`src/rtl/reg_file_pkg.sv`:
```
// Shared definitions for the multi-port register file: state encoding,
// default widths and packed-bus slice helper.
package reg_file_pkg;

  localparam int DATA_W_DEF = 32;
  localparam int ADDR_W_DEF = 5;

  // Clear sequencer states
  typedef enum logic [0:0] {
    CLEAR = 1'b0,
    RUN   = 1'b1
  } rf_state_e;

  // Low bit of lane idx in a packed bus of width-bit lanes
  function automatic int slice_lo(input int idx, input int width);
    return idx * width;
  endfunction

endpackage

```
`src/rtl/reg_file_rd_port.sv`:
```
// One read port: zero-register filter, write-bypass priority mux and the
// registered read data output.
module reg_file_rd_port
  import reg_file_pkg::*;
#(
  parameter int DATA_W   = DATA_W_DEF,
  parameter int ADDR_W   = ADDR_W_DEF,
  parameter int NUM_WR   = 1,
  parameter int BYPASS   = 1,
  parameter int ZERO_REG = 1
) (
  input  logic                     clk,
  input  logic                     rst,
  input  logic                     run,
  input  logic                     rd_en,
  input  logic [ADDR_W-1:0]        rd_addr,
  input  logic [DATA_W-1:0]        mem_data,
  input  logic [NUM_WR-1:0]        wr_en,
  input  logic [NUM_WR*ADDR_W-1:0] wr_addr,
  input  logic [NUM_WR*DATA_W-1:0] wr_data,
  output logic [DATA_W-1:0]        rd_data
);

  logic              is_zero_s;
  logic              hit_s;
  logic [DATA_W-1:0] byp_data_s;
  logic [DATA_W-1:0] next_data_s;
  logic [DATA_W-1:0] rd_data_r;

  assign is_zero_s = (ZERO_REG != 0) && (rd_addr == '0);
  assign rd_data   = rd_data_r;

  // Find the highest-index enabled write hitting this read address
  always_comb begin
    hit_s      = 1'b0;
    byp_data_s = '0;
    for (int j = 0; j < NUM_WR; j++) begin
      if (wr_en[j] && (wr_addr[slice_lo(j, ADDR_W) +: ADDR_W] == rd_addr)) begin
        hit_s      = 1'b1;
        byp_data_s = wr_data[slice_lo(j, DATA_W) +: DATA_W];
      end else begin
        hit_s      = hit_s;
        byp_data_s = byp_data_s;
      end
    end
  end

  // Select zero, forwarded write data or stored contents
  always_comb begin
    next_data_s = mem_data;
    if (is_zero_s) begin
      next_data_s = '0;
    end else if ((BYPASS != 0) && hit_s) begin
      next_data_s = byp_data_s;
    end else begin
      next_data_s = mem_data;
    end
  end

  // Output register: zero while clearing, capture on enable, else hold
  always_ff @(posedge clk) begin
    if (rst) begin
      rd_data_r <= '0;
    end else if (!run) begin
      rd_data_r <= '0;
    end else if (rd_en) begin
      rd_data_r <= next_data_s;
    end else begin
      rd_data_r <= rd_data_r;
    end
  end

endmodule

```
`src/rtl/reg_file_mp.sv`:
```
// Multi-port register file: storage array, write ports, post-reset clear
// sequencer and NUM_RD registered read ports.
module reg_file_mp
  import reg_file_pkg::*;
#(
  parameter int DATA_W   = DATA_W_DEF,
  parameter int ADDR_W   = ADDR_W_DEF,
  parameter int NUM_RD   = 2,
  parameter int NUM_WR   = 1,
  parameter int BYPASS   = 1,
  parameter int ZERO_REG = 1
) (
  input  logic                     clk,
  input  logic                     rst,
  input  logic [NUM_RD-1:0]        rd_en,
  input  logic [NUM_RD*ADDR_W-1:0] rd_addr,
  output logic [NUM_RD*DATA_W-1:0] rd_data,
  input  logic [NUM_WR-1:0]        wr_en,
  input  logic [NUM_WR*ADDR_W-1:0] wr_addr,
  input  logic [NUM_WR*DATA_W-1:0] wr_data,
  output logic                     ready
);

  localparam int DEPTH = 2 ** ADDR_W;

  logic [DATA_W-1:0] mem_r [DEPTH];
  rf_state_e         state_r;
  logic [ADDR_W-1:0] clr_ptr_r;
  logic              ready_r;
  logic              run_s;
  logic [NUM_WR-1:0] wr_en_s;

  // Writes are only honoured once the clear sequence has finished
  assign run_s   = (state_r == RUN);
  assign wr_en_s = run_s ? wr_en : '0;
  assign ready   = ready_r;

  // Clear sequencer: walk every address once after reset, then run
  always_ff @(posedge clk) begin
    if (rst) begin
      state_r   <= CLEAR;
      clr_ptr_r <= '0;
      ready_r   <= 1'b0;
    end else begin
      case (state_r)
        CLEAR: begin
          clr_ptr_r <= clr_ptr_r + ADDR_W'(1);
          if (clr_ptr_r == ADDR_W'(DEPTH - 1)) begin
            state_r <= RUN;
            ready_r <= 1'b1;
          end else begin
            state_r <= CLEAR;
            ready_r <= 1'b0;
          end
        end
        RUN: begin
          state_r <= RUN;
        end
        default: begin
          state_r   <= CLEAR;
          clr_ptr_r <= '0;
          ready_r   <= 1'b0;
        end
      endcase
    end
  end

  // Storage update: clearing zeros, else ports in order so the highest index wins
  always_ff @(posedge clk) begin
    if (!rst) begin
      if (state_r == CLEAR) begin
        mem_r[clr_ptr_r] <= '0;
      end else begin
        for (int j = 0; j < NUM_WR; j++) begin
          if (wr_en_s[j] &&
              !((ZERO_REG != 0) && (wr_addr[slice_lo(j, ADDR_W) +: ADDR_W] == '0))) begin
            mem_r[wr_addr[slice_lo(j, ADDR_W) +: ADDR_W]] <= wr_data[slice_lo(j, DATA_W) +: DATA_W];
          end
        end
      end
    end
  end

  for (genvar i = 0; i < NUM_RD; i++) begin : g_rd
    logic [DATA_W-1:0] mem_rd_s;

    assign mem_rd_s = mem_r[rd_addr[slice_lo(i, ADDR_W) +: ADDR_W]];

    reg_file_rd_port #(
      .DATA_W  (DATA_W),
      .ADDR_W  (ADDR_W),
      .NUM_WR  (NUM_WR),
      .BYPASS  (BYPASS),
      .ZERO_REG(ZERO_REG)
    ) u_rd (
      .clk     (clk),
      .rst     (rst),
      .run     (run_s),
      .rd_en   (rd_en[i]),
      .rd_addr (rd_addr[slice_lo(i, ADDR_W) +: ADDR_W]),
      .mem_data(mem_rd_s),
      .wr_en   (wr_en_s),
      .wr_addr (wr_addr),
      .wr_data (wr_data),
      .rd_data (rd_data[slice_lo(i, DATA_W) +: DATA_W])
    );
  end

endmodule

```
`config.mk`:
```
export PLATFORM = sky130hd
export DESIGN_NAME = reg_file_mp
export DESIGN_NICKNAME = d
export VERILOG_FILES = /design/src/rtl/reg_file_pkg.sv /design/src/rtl/reg_file_rd_port.sv /design/src/rtl/reg_file_mp.sv
export SDC_FILE = /design/constraint.sdc
export NUM_CORES = 1
export LEC_CHECK = 0
export CAP_MARGIN = 20
export CORE_ASPECT_RATIO = 1.1
export CORE_UTILIZATION = 40
export CTS_CLUSTER_SIZE = 10
export DETAILED_ROUTE_END_ITERATION = 12
export HOLD_SLACK_MARGIN = 0.05
export PLACE_DENSITY = 0.52
export SYNTH_ARGS = -nofsm -noshare
export SYNTH_HDL_FRONTEND = slang
export SYNTH_SLANG_ARGS = --single-unit
```
`constraint.sdc`:
```
create_clock -name clk -period 5.7 [get_ports clk]
set_clock_uncertainty 0.2 [all_clocks]
set_input_delay 1.14 -clock clk [delete_from_list [all_inputs] [get_ports clk]]
set_output_delay 1.14 -clock clk [all_outputs]
set_load 0.005 [all_outputs]
```
; ---- After elaboration in Yosys (flattened, before gate mapping)
; Memory sizes are Yosys's and may differ from the RTL's.
; Index checks and enable logic that the tools add are counted.
[classes]
add_sub_neg = 1
n_eq_ne = 3
muxes = 21
n_bitwise = 1
n_reduce_logical = 9
[ops]
columns = operator, n
row1 = $mux W32, 7
row2 = $reduce_or A32 Y1, 1
row3 = $logic_not A5 Y1, 3
row4 = $mux W1, 12
row5 = $eq A5 B5 Y1, 2
row6 = $add A5 B1 Y5 const B, 1
row7 = $eq A5 B5 Y1 const B, 1
row8 = $mux W5, 1
row9 = $logic_and A1 B1 Y1, 3
row10 = $pmux W1 S2, 1
row11 = $reduce_or A2 Y1, 1
row12 = $logic_not A1 Y1, 1
row13 = $not A1 Y1, 1
[word_totals]
register_bits = 71
ram_bits = 1024
wordCells = 41
n_memories = 1
[memory_table]
columns = memory, depth, width, read_ports, rd_clocked_by_memory_dff, wr, line_no
row1 = mem_r, 32, 32, 2, 0, 1, reg_file_mp.sv:26  ; logic [DATA_W-1:0] mem_r [DEPTH];

; ---- Depth between registers and ports, before layout
[logic_depth]
depth_word = 9
mapped_depth = 10
ltp_nobuf = 5

; ---- By module
; From an unflattened synthesis, not the netlist that was laid out.
[unflattened]
hier_cells = 3869
area_unflattened_um2 = 52452.8
[modules_own_cells]
columns = module, n_inst, cells_each, area_per_inst_um2, seq_area_each_um2
row1 = reg_file_mp, 1, 3483, 49019.5, 30889.6
row2 = reg_file_rd_port, 2, 193, 1716.6, 640.6

; ---- Least setup slack after synthesis
; OpenSTA, ideal clock, no wires.
[synth_timing]
kind = input-to-reg
start = input wr_addr[0]
end = memory mem_r[28][0] in the netlist's numbering, enable pin
setup_ps = 421
t_arrival_ps = 3840
path_slack_ps = 1239
path_stages = 6
path_cell_list = clkbuf_1 nor2_1 a211oi_1 clkbuf_1 a41oi_1 nor2_1
[synth_via]
elab_chain_cells = 9
word_cells_on_any_way = 10
[synth_rtl]
columns = item, line_no
row1 = "start, declared", reg_file_mp.sv:19  ; input logic [NUM_WR*ADDR_W-1:0] wr_addr,
row2 = $logic_not A5 Y1, reg_file_mp.sv:76  ; !((ZERO_REG != 0) && (wr_addr[slice_lo(j, ADDR_W) +: ADDR_W] == '0))) begin
row3 = $logic_not A1 Y1, reg_file_mp.sv:76
row4 = $logic_and A1 B1 Y1, reg_file_mp.sv:75  ; if (wr_en_s[j] &&
row5 = $mux W1, reg_file_mp.sv:75
row6 = $mux W1, reg_file_mp.sv:71  ; if (state_r == CLEAR) begin
row7 = $mux W1, reg_file_mp.sv:70  ; if (!rst) begin
row8 = $mux W1 (implied by the code), reg_file_mp.sv:77  ; mem_r[wr_addr[slice_lo(j, ADDR_W) +: ADDR_W]] <= wr_data[slice_lo(j, DATA_W) +: DATA_W];
row9 = $reduce_or A32 Y1 (no source line), n/a
row10 = $mux W5 (no source line) or $mux W1 (tied branches), n/a
row11 = "end, declared", reg_file_mp.sv:26
; Parallel ways exist; a longest one is shown, timed or not.

; ---- Worst setup path in the final report
[layout_timing]
start = input wr_addr[4]
end = memory mem_r[25][29] in the netlist's numbering, enable pin
; Same word-level chain as after synthesis.

==> impl_summary.log <==
[metrics] post-CTS setup buffer count: 0
[metrics] R2R setup slack: 1.87 ns
[metrics] Synthesized Nets: 2835
[metrics] H-tree levels: 4
[metrics] total die area: 127700 sq um
[metrics] cell depth of the worst hold path: 1
[metrics] crit start category: primary input
[metrics] cts bufs inserted: 132
[metrics] DRC errors left: 0
[metrics] clock latency of the later-clocked register in the worst-skew pair: 0.77 ns
[metrics] most common flop cell mapped by yosys: edfxtp_1
[metrics] number of synthesized register bits: 1095
[metrics] number of max-slew violations in the final report: 0
[metrics] share of cells above drive strength 1: 0.2624
[metrics] clock transition time at the flip-flop clock pins of the worst setup and hold paths: 0.05 ns
[metrics] clock root buffer master: clkbuf_16
[metrics] setup total negative slack: 0 ns
[metrics] Req. time, crit path: 5.96 ns
[metrics] worst-path fanout max: 19
[metrics] number of max-cap violations: 0
[metrics] synthesized area per cell: 18.17 sq um
[metrics] GRT Max-Usage Layer: met2
[metrics] row cnt: 136
[metrics] worst min path class: reg2reg
[metrics] overall die width: 340.9 um
[metrics] number of hold buffers added after CTS: 0
[metrics] unrepaired setup endpoints after global routing: false
[metrics] post-synthesis instance area: 50530 sq um
[metrics] clock tree from TritonCTS: done
[metrics] initial cell density of the core: 0.4040
[metrics] Total Routed Length: 180.5 mm
[metrics] Starting DRT DRC Count: 3480
[metrics] overall via count from detail_route: 30460
[metrics] Hold Vio Cnt, Final: 0
[metrics] worst max-slew margin expressed relative to the limit: 0.2111
[metrics] Syn Inst Count: 2781
[metrics] drt pass-1 iters: 6
[metrics] Netlist cell types: 55
[metrics] number of setup violations in the final report: 0
[metrics] Reg-to-Reg End: mem_r[25][29]
[metrics] vias per std cell: 6.488
[metrics] met1 Track Usage GR: 0.3499
[metrics] number of routed nets with antenna violations: 0
[metrics] vertical extent of the die: 374.8 um
[metrics] count of placed standard cells including taps: 4481
[metrics] initial antenna violation count: 8
[metrics] P&R area growth vs syn: 15.64%
[metrics] GR met2 Demand/Resource: 0.4670
[metrics] maximum achievable frequency: 247.3 MHz
[metrics] crit share post-route: 0.7093
[metrics] clk buf depth: 3
[metrics] hold wc startpoint: g_rd[0].u_rd.rd_data[24]
[metrics] HPWL after DPL: 115.9 mm
[metrics] non-filler cells in the finished layout: 4695
[metrics] overall routing resource usage: 0.2830
[metrics] Post-CTS Resized: 0
[metrics] outcome: finished, final reports clean
[metrics] number of warnings issued by yosys: 0
[metrics] Min-Delay Endpoint: g_rd[0].u_rd.rd_data[24]
[metrics] worst reg2reg startpoint: run_s
[metrics] number of synthesized flops with an enable pin: 1024
[metrics] Max IR drop VDD: 0.2951 mV
[metrics] part of the Yosys area used for sequential elements: 0.6367
[metrics] ys async rst share: 0
[metrics] CP Capture Type: flip-flop
[metrics] met3 track demand over resource in global routing: 0.04719
[metrics] layout net count: 3014
[metrics] overflow left after global routing: 0
[metrics] Lkg Pwr: 17.54 nW
[metrics] PwrDens: 301.0 nW/um^2
[metrics] pin count of the biggest net entering global routing: 91
[metrics] layout filler cell count: 10570
[metrics] critical path arrival: 4.30 ns
[metrics] Worst Path Class, Setup: in2reg
[metrics] global-route wire length before repair: 249.6 mm
[metrics] gp weighted congestion: 0.9099
[metrics] number of I/O pins: 117
[metrics] Worst Reg2Reg Path Length in Cells: 7
[metrics] slew of the pin with the lowest slew margin: 1.181 ns
[metrics] vias in the first global route: 31410
[metrics] cell area after placement: 54570 sq um
[metrics] shortest clock period the worst path allows after layout: 4.043 ns
[metrics] count of port buffers added during placement: 116
[metrics] total power draw: 17.59 mW
[metrics] total clock sinks: 1095
[metrics] average wire per standard cell: 38.45 um
[metrics] Core Box Area: 125100 sq um
[metrics] finished layout cell area: 58430 sq um
[power by group]
group	internal (mW)	total, mW	switching (mW)
Clock	4.46	7.73	3.27
Sequential	8.72	8.75	0.0267
Combinational	0.431	1.12	0.685
[placed cells by master (no fill, tap or decap), types with 34 or more instances in the layout]
cell type / Yosys / layout
clkbuf_16: 0 / 139
nor4_1: 35 / 35
nor2_4: 0 / 35
dfxtp_1: 71 / 71
a221oi_1: 42 / 42
buf_4: 33 / 123
o22ai_1: 109 / 109
nor2b_1: 47 / 44
a22o_1: 93 / 93
clkbuf_1: 92 / 51
edfxtp_1: 1024 / 1024
buf_12: 2 / 42
mux4_2: 364 / 364
mux2_2: 48 / 48
clkdlybuf4s50_1: 0 / 107
mux2i_1: 368 / 368
a221o_1: 34 / 34
[logic make-up (layout without fill, tap and decap cells)]
group,count (synthesis),in the layout,synth area share
other,0,2,0
xor gates and xnor gates,13,13,0.002253
and+or+nand+nor,231,231,0.02531
AOI/OAI and AO/OA,422,422,0.06386
buffers and inverters,238,494,0.02553
muxes,780,780,0.2458
DFF,1095,1095,0.6367
adders and majority gates,2,2,0.0004952
[through the flow]
stage                     worst slack [ns]  hold WS [ns]    util
after floorplan                      1.239        0.2824       -
after global placement               1.030        0.2718  0.4363
after detailed placement            0.9413        0.2759  0.4363
after CTS                            1.750        0.2901  0.4671
after global routing                 1.541        0.3066  0.4671
final                                1.657        0.2896  0.4672
[layer usage]
layer  vias to the layer above  wire (um)  share of wire
li1                      12230          -              -
met1                     16240      67520           0.37
met2                      1606      87830           0.49
met3                       385      13360          0.074
met4                         0      11800          0.065
met5                         -          0              0
[flip-flops by register name, summed over array words and instances, names as in the netlist]
register and count:
clr_ptr_r 5, g_rd.u_rd.rd_data 64, mem_r 1024, ready 1, run_s 1
[synthesized netlist by cell type (4+ instances only)]
cell,instances,area [sq um]
buf_6,16,180.2
clkbuf_1,92,345.3
mux4_2,364,8198
o2bb2ai_1,6,52.55
a22o_1,93,814.5
a221oi_1,42,367.9
o221ai_1,11,96.34
a21oi_1,34,170.2
a2111oi_0,16,140.1
a221o_1,34,340.3
nand2b_1,6,37.54
buf_4,33,247.7
nor4_1,35,219.0
nand2_1,19,71.32
and2_1,36,225.2
nor2b_1,47,294.0
buf_2,69,345.3
edfxtp_1,1024,30750
a31oi_1,7,43.79
buf_1,19,71.32
mux2_2,48,540.5
nor4b_1,4,35.03
o21ai_0,21,105.1
a22oi_1,11,82.58
o22ai_1,109,681.9
nor3_1,6,30.03
xor2_1,8,70.07
nor2_1,58,217.7
xnor2_1,5,43.79
dfxtp_1,71,1421
o32ai_1,29,254.0
inv_1,4,15.01
mux2i_1,368,3684
[final cells by class]
type                    instances  area, sq um  area share
flip-flops and latches       1095        32170      0.5506
multi-input cells            1448        17410      0.2979
clock buffers                 191         3684     0.06304
repair buffers                279         2913     0.04985
well taps                    1656         2072     0.03546
clock inverters                20        162.7    0.002784
inverters                       4        15.01   0.0002570
diodes                          2        5.005  0.00008565
[how the worst max path moves through the flow]
stage / startpoint / to / slack (ns) / cells after the start
global placement: wr_addr[4] / mem_r[25][23] / 1.03 / 7
detailed placement: wr_addr[4] / mem_r[25][24] / 0.94 / 8
CTS: wr_addr[4] / mem_r[25][20] / 1.75 / 8
floorplan: wr_addr[0] / mem_r[28][0] / 1.24 / 6
finish: wr_addr[4] / mem_r[25][29] / 1.66 / 8
global route: wr_addr[4] / mem_r[25][29] / 1.54 / 7
[worst max-delay path: stages]
cell             delay, ns
clkdlybuf4s50_1       0.69
nor3_1                0.17
a211oi_4              0.69
buf_4                 0.29
a32oi_1               0.13
buf_4                 0.25
nor2_4                0.60
buf_4                 0.31
(Power assumes the default switching activity.)
